### src/rtl/mac_if_pkg.sv
// Shared MAC receive-path constants, state encoding and framer sizing.
package mac_if_pkg;

  localparam int unsigned GMII_DATA_W = 8;

  localparam logic [GMII_DATA_W-1:0] PREAMBLE_BYTE = 8'h55;
  localparam logic [GMII_DATA_W-1:0] SFD_BYTE      = 8'hD5;

  localparam logic [31:0] CRC32_POLY    = 32'hEDB88320;
  localparam logic [31:0] CRC32_INIT    = 32'hFFFFFFFF;
  localparam logic [31:0] CRC32_RESIDUE = 32'hDEBB20E3;

  // The delay line holds exactly the FCS plus the byte being released.
  localparam int unsigned FRAMER_DEPTH = 5;
  localparam int unsigned FRAMER_OCC_W = 3;
  localparam int unsigned FRAMER_LEN_W = 11;

  typedef enum logic [1:0] {
    IDLE,
    PREAMBLE,
    PAYLOAD,
    DROP
  } framer_state_t;

endpackage

### src/rtl/gmii_if.sv
// SDR GMII byte stream as produced by the RGMII DDR-to-SDR stage.
interface gmii_if;
  logic [mac_if_pkg::GMII_DATA_W-1:0] data;
  logic                               valid;
  logic                               error;

  modport master (output data, valid, error);
  modport slave  (input  data, valid, error);
endinterface

### src/rtl/crc32_d8.sv
// Combinational byte-wide CRC-32 step, reflected polynomial, LSB first.
module crc32_d8
  import mac_if_pkg::*;
(
  input  logic [31:0]            crc_i,
  input  logic [GMII_DATA_W-1:0] data_i,
  output logic [31:0]            crc_o
);

  always_comb begin
    logic [31:0] c;
    c = crc_i;
    for (int i = 0; i < GMII_DATA_W; i++) begin
      c = (c[0] ^ data_i[i]) ? ((c >> 1) ^ CRC32_POLY) : (c >> 1);
    end
    crc_o = c;
  end

endmodule

### src/rtl/gmii_rx_framer.sv
// GMII receive framer: strips preamble/SFD, hides the FCS behind a 5-byte delay line
// and gives each frame a good/bad verdict from CRC-32, RX_ER and length.
module gmii_rx_framer
  import mac_if_pkg::*;
#(
  parameter int unsigned MIN_FRAME_LEN = 64,
  parameter int unsigned MAX_FRAME_LEN = 1522
) (
  input  logic                   clk,
  input  logic                   rst_n,
  gmii_if.slave                  gmii_if_rx_i,
  output logic [GMII_DATA_W-1:0] m_data_o,
  output logic                   m_valid_o,
  output logic                   m_last_o,
  output logic                   m_user_o,
  output logic                   frame_good_o,
  output logic                   frame_bad_o
);

  localparam logic [FRAMER_OCC_W-1:0] OCC_FULL = FRAMER_OCC_W'(FRAMER_DEPTH);
  localparam logic [FRAMER_LEN_W-1:0] MIN_LEN  = FRAMER_LEN_W'(MIN_FRAME_LEN);
  localparam logic [FRAMER_LEN_W-1:0] MAX_LEN  = FRAMER_LEN_W'(MAX_FRAME_LEN);

  logic                   rx_dv;
  logic                   rx_er;
  logic [GMII_DATA_W-1:0] rx_data;

  // error carries RX_DV ^ RX_ER, so undo the XOR to recover RX_ER.
  assign rx_dv   = gmii_if_rx_i.valid;
  assign rx_er   = gmii_if_rx_i.valid ^ gmii_if_rx_i.error;
  assign rx_data = gmii_if_rx_i.data;

  framer_state_t                             state_q, state_d;
  logic [31:0]                               crc_q, crc_d, crc_next;
  logic [FRAMER_LEN_W-1:0]                   len_q, len_d;
  logic                                      err_q, err_d;
  logic [FRAMER_OCC_W-1:0]                   occ_q, occ_d;
  logic [FRAMER_DEPTH-1:0][GMII_DATA_W-1:0]  sr_q;
  logic                                      shift_en;
  logic                                      frame_bad;

  logic [GMII_DATA_W-1:0] m_data_q, m_data_d;
  logic                   m_valid_q, m_valid_d;
  logic                   m_last_q, m_last_d;
  logic                   m_user_q, m_user_d;
  logic                   good_q, good_d;
  logic                   bad_q, bad_d;

  crc32_d8 u_crc (
    .crc_i  (crc_q),
    .data_i (rx_data),
    .crc_o  (crc_next)
  );

  assign frame_bad = err_q | (crc_q != CRC32_RESIDUE) | (len_q < MIN_LEN) | (len_q > MAX_LEN);

  // NOTE: every variable is given a default before the case so no path can infer a latch.
  always_comb begin
    state_d   = state_q;
    crc_d     = crc_q;
    len_d     = len_q;
    err_d     = err_q;
    occ_d     = occ_q;
    shift_en  = 1'b0;
    m_data_d  = '0;
    m_valid_d = 1'b0;
    m_last_d  = 1'b0;
    m_user_d  = 1'b0;
    good_d    = 1'b0;
    bad_d     = 1'b0;

    case (state_q)
      IDLE: begin
        if (rx_dv) state_d = (rx_data == PREAMBLE_BYTE) ? PREAMBLE : DROP;
      end

      PREAMBLE: begin
        if (!rx_dv)                       state_d = IDLE;
        else if (rx_er)                   state_d = DROP;
        else if (rx_data == PREAMBLE_BYTE) state_d = PREAMBLE;
        else if (rx_data == SFD_BYTE) begin
          state_d = PAYLOAD;
          crc_d   = CRC32_INIT;
          len_d   = '0;
          err_d   = 1'b0;
          occ_d   = '0;
        end else                          state_d = DROP;
      end

      PAYLOAD: begin
        if (rx_dv) begin
          shift_en = 1'b1;
          crc_d    = crc_next;
          len_d    = (len_q == '1) ? len_q : len_q + FRAMER_LEN_W'(1);
          err_d    = err_q | rx_er;
          if (occ_q == OCC_FULL) begin
            m_valid_d = 1'b1;
            m_data_d  = sr_q[FRAMER_DEPTH-1];
          end else begin
            occ_d = occ_q + FRAMER_OCC_W'(1);
          end
        end else begin
          // Release the final data byte; the four FCS bytes behind it are discarded.
          state_d = IDLE;
          occ_d   = '0;
          if (occ_q == OCC_FULL) begin
            m_valid_d = 1'b1;
            m_last_d  = 1'b1;
            m_user_d  = frame_bad;
            m_data_d  = sr_q[FRAMER_DEPTH-1];
            good_d    = !frame_bad;
            bad_d     = frame_bad;
          end else begin
            bad_d = 1'b1;
          end
        end
      end

      DROP: begin
        if (!rx_dv) state_d = IDLE;
      end

      default: state_d = DROP;
    endcase
  end

  // NOTE: sequential state uses non-blocking assignments so every register samples pre-edge values.
  always_ff @(posedge clk) begin
    if (!rst_n) begin
      state_q   <= DROP;
      crc_q     <= CRC32_INIT;
      len_q     <= '0;
      err_q     <= 1'b0;
      occ_q     <= '0;
      m_data_q  <= '0;
      m_valid_q <= 1'b0;
      m_last_q  <= 1'b0;
      m_user_q  <= 1'b0;
      good_q    <= 1'b0;
      bad_q     <= 1'b0;
    end else begin
      state_q   <= state_d;
      crc_q     <= crc_d;
      len_q     <= len_d;
      err_q     <= err_d;
      occ_q     <= occ_d;
      m_data_q  <= m_data_d;
      m_valid_q <= m_valid_d;
      m_last_q  <= m_last_d;
      m_user_q  <= m_user_d;
      good_q    <= good_d;
      bad_q     <= bad_d;
    end
  end

  // NOTE: the delay line needs no reset; occupancy gates every read of it.
  always_ff @(posedge clk) begin
    if (shift_en) sr_q <= {sr_q[FRAMER_DEPTH-2:0], rx_data};
  end

  assign m_data_o     = m_data_q;
  assign m_valid_o    = m_valid_q;
  assign m_last_o     = m_last_q;
  assign m_user_o     = m_user_q;
  assign frame_good_o = good_q;
  assign frame_bad_o  = bad_q;

endmodule

### src/flat_wrapper.sv
// flat-port wrapper written by rule: the top's interface ports become plain ports
module gmii_rx_framer_flat import mac_if_pkg::*;
#(
  parameter int unsigned MIN_FRAME_LEN = 64,
  parameter int unsigned MAX_FRAME_LEN = 1522
)
  (clk, rst_n, m_data_o, m_valid_o, m_last_o, m_user_o, frame_good_o, frame_bad_o, gmii_if_rx_i_data, gmii_if_rx_i_valid, gmii_if_rx_i_error);
  gmii_if gmii_if_rx_i_i ();
  input  logic clk;
  input  logic rst_n;
  output logic [GMII_DATA_W-1:0] m_data_o;
  output logic m_valid_o;
  output logic m_last_o;
  output logic m_user_o;
  output logic frame_good_o;
  output logic frame_bad_o;
  input wire logic [$bits(gmii_if_rx_i_i.data)-1:0] gmii_if_rx_i_data;
  input wire logic [$bits(gmii_if_rx_i_i.valid)-1:0] gmii_if_rx_i_valid;
  input wire logic [$bits(gmii_if_rx_i_i.error)-1:0] gmii_if_rx_i_error;
  assign gmii_if_rx_i_i.data = gmii_if_rx_i_data;
  assign gmii_if_rx_i_i.valid = gmii_if_rx_i_valid;
  assign gmii_if_rx_i_i.error = gmii_if_rx_i_error;
  gmii_rx_framer #(.MIN_FRAME_LEN(MIN_FRAME_LEN), .MAX_FRAME_LEN(MAX_FRAME_LEN)) u_core (.clk(clk), .rst_n(rst_n), .gmii_if_rx_i(gmii_if_rx_i_i), .m_data_o(m_data_o), .m_valid_o(m_valid_o), .m_last_o(m_last_o), .m_user_o(m_user_o), .frame_good_o(frame_good_o), .frame_bad_o(frame_bad_o));
endmodule
### config.mk
export PLATFORM = sky130hd
export DESIGN_NAME = gmii_rx_framer_flat
export DESIGN_NICKNAME = d
export VERILOG_FILES = /design/src/rtl/mac_if_pkg.sv /design/src/rtl/gmii_if.sv /design/src/rtl/crc32_d8.sv /design/src/rtl/gmii_rx_framer.sv /design/src/flat_wrapper.sv
export SDC_FILE = /design/constraint.sdc
export NUM_CORES = 1
export LEC_CHECK = 0
export CAP_MARGIN = 10
export CELL_PAD_IN_SITES_DETAIL_PLACEMENT = 1
export CELL_PAD_IN_SITES_GLOBAL_PLACEMENT = 1
export CORE_ASPECT_RATIO = 0.5
export CORE_MARGIN = 5
export CORE_UTILIZATION = 35
export CTS_CLUSTER_SIZE = 24
export DETAILED_ROUTE_END_ITERATION = 8
export GPL_TIMING_DRIVEN = 0
export PLACE_DENSITY_LB_ADDON = 0.2
export SYNTH_ARGS = -nofsm -noshare
export SYNTH_HDL_FRONTEND = slang
export SYNTH_HIERARCHICAL = 1
export SYNTH_SLANG_ARGS = --single-unit
### constraint.sdc
create_clock -name clk -period 5.4 [get_ports clk]
set_input_delay 0.81 -clock clk [delete_from_list [all_inputs] [get_ports clk]]
set_output_delay 0.81 -clock clk [all_outputs]
set_load 0.05 [all_outputs]
======== Word-level counts from Yosys, hierarchy flattened ========
Cells that the tools add are included.
W data, S select, Z words.
storage, ports and cells
  bits in registers ....................... 102
  output and inout port bits .............. 13
  word-level logic and storage cells ...... 119
  input port bits ......................... 12
operators by class
  order comparisons ....................... 2
  equality and inequality tests ........... 17
  $add $sub $neg .......................... 2
  bitwise gates (word level) .............. 24
  mux-type cells .......................... 46
  reduce and logical (&&, ||, !) cells .... 12
operator list
  cell                     number
  $mux W32                 13
  $not A13 Y14             8
  $mux W11                 6
  $pmux W32 S2             1
  $ne A32 B32 Y1 const B   1
  $pmux W11 S2             1
  $mux W3                  6
  $ne A2 B2 Y1 const B     7
  $mux W2                  6
  $reduce_and A6 Y1        2
  $add A11 B1 Y11 const B  1
  $eq A11 B11 Y1 const B   1
  $gt A11 B11 Y1 const B   1
  $lt A11 B7 Y1 const B    1
  $mux W1                  10
  $xor A1 B1 Y1            9
  $eq A8 B7 Y1 const B     1
  $eq A8 B8 Y1 const B     1
  $reduce_and A7 Y1        1
  $pmux W2 S3              1
  $pmux W3 S2              1
  $eq A2 B2 Y1 const B     2
  $or A1 B1 Y1             4
  $reduce_and A2 Y1        2
  other kinds (14)         16

======== Depth between registers and ports, before layout ========
  depth after elaboration ................. 18
  gate-level depth with buffers ........... 7
  gate-level depth less buffers ........... 7

======== Hierarchy ========
Netlist, hierarchy kept.
by module, submodules not included
  module          times used  seq. area each (µm²)  cells an instance  area an instance (µm²)
  gmii_rx_framer  1           2442.3                362                4007.6
  crc32_d8        1           0.0                   73                 770.7

======== Worst setup path before layout ========
OpenSTA, ideal clock, no wires.
  path kind ............................... input to register
  start point ............................. in gmii_if_rx_i_valid
  end point ............................... reg u_core.len_q[10]
  data arrival time ....................... 2.466 ns
  stages .................................. 5
  required time ........................... 5.309 ns
  path slack .............................. 2.843 ns
  setup time .............................. 0.091 ns
  buffers on the path ..................... 1
  cell sequence ........................... buf_2 nand3b_4 inv_1 a41oi_1 a311oi_1
between the ends
  word-level cells in the longest chain between the ends .. 3
  elaborated cells between the ends (all ways) .. 5
  those cells by class .................... 3 x eq/ne; 1 x bitwise; 1 x reduce/logical
ends and longest elaborated chain
  element                                 RTL line               text
  from (decl)                             flat_wrapper.sv:18     input wire logic [$bits(gmii_if_rx_i_i.valid)-1:0] gmii_if_rx_i_valid;
  $xor A1 B1 Y1                           gmii_rx_framer.sv:30   assign rx_er = gmii_if_rx_i.valid ^ gmii_if_rx_i.error;
  $ne A2 B2 Y1 (no source line)           --
  $reduce_and A7 Y1 (no source line) (*)  --
  to (signal assigned)                    gmii_rx_framer.sv:144  len_q <= len_d;
  to (decl)                               gmii_rx_framer.sv:35   logic [FRAMER_LEN_W-1:0] len_q, len_d;
Mark *: on every way between the ends. The rest lies on a longest branch, timed or not.
A chain may end at the register's enable or synchronous reset.

======== Final worst setup path ========
  start point ............................. in gmii_if_rx_i_data[3]
  end point ............................... reg u_core.crc_q[4]
between the ends
  word-level cells in the longest chain between the ends .. 9
  elaborated cells between the ends (all ways) .. 14
  those cells by class .................... 4 x eq/ne; 7 x mux; 2 x bitwise; 1 x reduce/logical
ends and longest elaborated chain
  element                        RTL line               text
  from (decl)                    flat_wrapper.sv:17     input wire logic [$bits(gmii_if_rx_i_i.data)-1:0] gmii_if_rx_i_data;
  $xor A1 B1 Y1 (*)              crc32_d8.sv:14         c = (c[0] ^ data_i[i]) ? ((c >> 1) ^ CRC32_POLY) : (c >> 1);
  $mux W32 (*) (3 in a row)      crc32_d8.sv:14
  $not A13 Y14 (no source line)  --
  $mux W32 (*) (2 in a row)      crc32_d8.sv:14
  named net u_core.crc_next[4]   gmii_rx_framer.sv:34   logic [31:0] crc_q, crc_d, crc_next;
  $mux W32 (*)                   gmii_rx_framer.sv:91   if (rx_dv) begin
  $pmux W32 S2 (*)               gmii_rx_framer.sv:72   case (state_q)
  to (signal assigned)           gmii_rx_framer.sv:143  crc_q <= crc_d;
  to (decl)                      gmii_rx_framer.sv:34
The timed path passes the listed nets; every way through them passes the cells marked *. The select of a mux whose other input is x is not followed.

==> impl_metrics.tcl <==
set metrics [dict create \
    crit_start "gmii_if_rx_i_data[3]" \
    p_switching_uw 503.3 \
    setup_violations 0 \
    p_leak_uw 0.001834 \
    layout_commonest_cell "dfxtp_1" \
    ys_seq_area_share_pct 51.11 \
    critPathSlowestCell "xnor2_2" \
    crit_type "in2reg" \
    yosysWarnings 6 \
    ios 25 \
    syn_to_final_growth_pct 15.79 \
    cts_resized 0 \
    tightestPinTransition_ns 0.9064 \
    worstPathArrival_ns 3.17 \
    critPathCapture "u_core/crc_q[4]" \
    ctsHoldBuffers 0 \
    clock_latency_ns 0.35 \
    wl_um 11910 \
    grt_pass1_wl_um 19380 \
    synth_cell_types 62 \
    rsz0062_at_grt "false" \
    fillCellCount 1492 \
    pwr-share-seq_pct 47.2 \
    min_path_type "reg2reg" \
    start_util_pct 35.46 \
    synth_edf_count 40 \
    r2r_slack_ns 3.11 \
    cts_htree_levels 3 \
    p_sw_share_pct 28.43 \
    critPathLaunchType "input pin" \
    internal-power_uw 1267 \
    r2r_end "u_core/crc_q[6]" \
    vias_per_cell 5.308 \
    post_cts_buffers 0 \
    slew_headroom_pct 39.42 \
    cts.sinks 102 \
    portBuffers 22 \
    grt_use_total_pct 15.42 \
    cts.clk_slew.worst_paths_ns 0.08 \
    first_pass_iters 4 \
    mostFrequentLayoutCells "dfxtp_1, nand3_1, xnor2_1, edfxtp_1, o21ai_0" \
    clockPowerShare_pct 38.2 \
    ys.flop_type "dfxtp_1" \
    max_stage_delay_ns 0.69 \
    fin_worst_skew_ns 0.009140 \
    tritoncts "done" \
    utilization_pct 41.06 \
    grt_overflow 0 \
    row_count 30 \
    maxCapViolations 0 \
    p_comb_share_pct 14.6 \
    die_w_um 175.2 \
    r2r-start "u_core/crc_q[4]" \
    synthArstFlopShare_pct 0 \
    ys_ff_latch 102 \
    crit_chain "clkdlybuf4s50_1 -> xnor2_2 -> xnor2_2 -> xnor2_1 -> xnor2_1 -> nor4_1 -> o21ai_0" \
    antenna_found_initial 0 \
    dr.first_iter.drc_count 210 \
    vias 3445 \
    slew_viol_final 0 \
    die_h_um 92.62 \
    numCtsBuffers 9 \
    cp_data_required_time_ns 5.61 \
    post_drt_wl_per_cell_um 18.35 \
    powerDensity_nw_per_um2 320.0 \
    synth_fp_nets 450 \
    globalplace.congestion 0.8209 \
    max-vdd-ir-drop_uv 153.6 \
    crit_path_max_fanout 7 \
    final_antenna_net_count 0 \
    hold_viol_final 0 \
    reg2regPathDepth 5 \
    synth_area_per_cell_um2 10.98 \
    coreArea_um2 13480 \
    clk_path_buf_depth 2 \
    cts-root-buf "clkbuf_16" \
    final_nets 483 \
    synthCells 435 \
    crit_path_end_kind "flop" \
    grt_pass1_vias 3350 \
    status "finished, final reports clean" \
    fin_crit_sh_pct 54.93 \
    drcViolationCount 0 \
    fin_tns_setup_ns 0 \
    fin_crit_ns 2.966 \
    drive_above_1_share_pct 8.879 \
    max_freq_mhz 337.1 \
    synth_area_um2 4778 \
    num_antenna_cells 0 \
    grt_max_degree 45 \
    die-area_um2 16230 \
    dp_hpwl_um 8433 \
    holdWs_ns 0.4174 \
]
## cells by family (layout without fill, tap and decap cells)
kind of cell	count (synthesis)	count (layout)	share of synthesized area, %
AOI/OAI and AO/OA	85	85	11.52
buffers and inverters	34	72	2.985
DFF	102	102	51.11
xor gates and xnor gates	73	73	16.23
adders and majority gates	3	3	0.7856
and+or+nand+nor	138	138	17.36
## synthesized netlist by cell type (2+ instances only)
library cell | number | share of area (%)
nor3_1 | 3 | 0.31
o211ai_1 | 5 | 0.79
and3b_1 | 2 | 0.37
a41oi_1 | 2 | 0.37
xnor2_2 | 4 | 1.4
dfxtp_1 | 62 | 26
o21ai_0 | 37 | 3.9
o31ai_1 | 4 | 0.63
a21oi_1 | 18 | 1.9
o311ai_1 | 3 | 0.55
and4b_1 | 2 | 0.42
nand4_1 | 5 | 0.65
xnor2_4 | 2 | 1.2
nor2_1 | 7 | 0.55
xor2_1 | 11 | 2.0
edfxtp_1 | 40 | 25
nand2_1 | 12 | 0.94
and4_1 | 2 | 0.37
a311oi_1 | 3 | 0.55
nand3b_1 | 6 | 0.94
a2111oi_0 | 2 | 0.37
nor4bb_1 | 2 | 0.42
inv_1 | 6 | 0.47
xor2_2 | 3 | 1.0
nor4b_1 | 3 | 0.55
buf_2 | 5 | 0.52
xnor2_1 | 50 | 9.2
and2_1 | 8 | 1.0
nor3b_1 | 2 | 0.31
or4_1 | 2 | 0.31
nand4b_1 | 3 | 0.55
nand3_1 | 58 | 6.1
nor4_1 | 12 | 1.6
clkbuf_1 | 18 | 1.4
ha_1 | 3 | 0.79
xnor3_1 | 2 | 0.94
## power by group through the flow
stage               sequential (µW)  combinational, µW  clock [µW]
finish                          836                258         677
global route                    839                281         736
CTS                             836                260         699
detailed placement              854                257           0
global placement                854                255           0
floorplan                       850                193           0
## metal layers
metal / routed length, µm / GRT usage, %
met1: 6133 / 22.32
met2: 5267 / 23.37
met3: 390 / 3.263
met4: 117 / 4.115
met5: 0 / 0
## registers in the layout, summed over array words and instances (netlist names)
signal and cells:
u_core/m_data_o 8, u_core/occ_q 3, u_core/state_q 2, u_core/frame_bad_o 1
u_core/m_valid_o 1, u_core/sr_q 40, u_core/crc_q 32, u_core/len_q 11
u_core/m_user_o 1, u_core/m_last_o 1, u_core/err_q 1, u_core/frame_good_o 1
## stage by stage
stage | setup slack (ns) | instances | instance area, µm² | total power (µW)
3_3_place_gp | 2.030 | 633 | 5219 | 1109
2_1_floorplan | 2.843 | 435 | 4778 | 1042
4_1_cts | 2.382 | 649 | 5533 | 1796
3_5_place_dp | 2.019 | 633 | 5219 | 1112
5_1_grt | 2.262 | 649 | 5533 | 1857
6_report | 2.434 | 649 | 5533 | 1771
## critical path: cells and delay by family
family / cells / cell delay (ns)
AO/OA/AOI/OAI: 1 / 0.12
AND/OR/NAND/NOR: 1 / 0.33
XOR/XNOR: 4 / 1.39
buffers and inverters: 1 / 0.51
## worst min path at each step
stage | startpoint | cells after the start | end
5_1_grt | u_core/sr_q[4] | 0 | u_core/sr_q[12]
2_1_floorplan | u_core/sr_q[2] | 0 | u_core/sr_q[10]
6_report | u_core/sr_q[17] | 0 | u_core/sr_q[25]
3_3_place_gp | u_core/sr_q[25] | 0 | u_core/sr_q[33]
3_5_place_dp | u_core/sr_q[25] | 0 | u_core/sr_q[33]
4_1_cts | u_core/sr_q[17] | 0 | u_core/sr_q[25]
## area by class of cell
cell class              count  area [µm²]  share of cell area, %
clock inverters             7       88.84                  1.606
plain buffers              26       112.6                  2.035
well taps                 176       220.2                  3.980
repair buffers             22       220.2                  3.980
clock buffers               9       225.2                  4.071
flip-flops and latches    102        2442                  44.14
inverters                   8       30.03                 0.5427
multi-input cells         299        2193                  39.64
No activity file was read; power rests on OpenSTA's default activity.
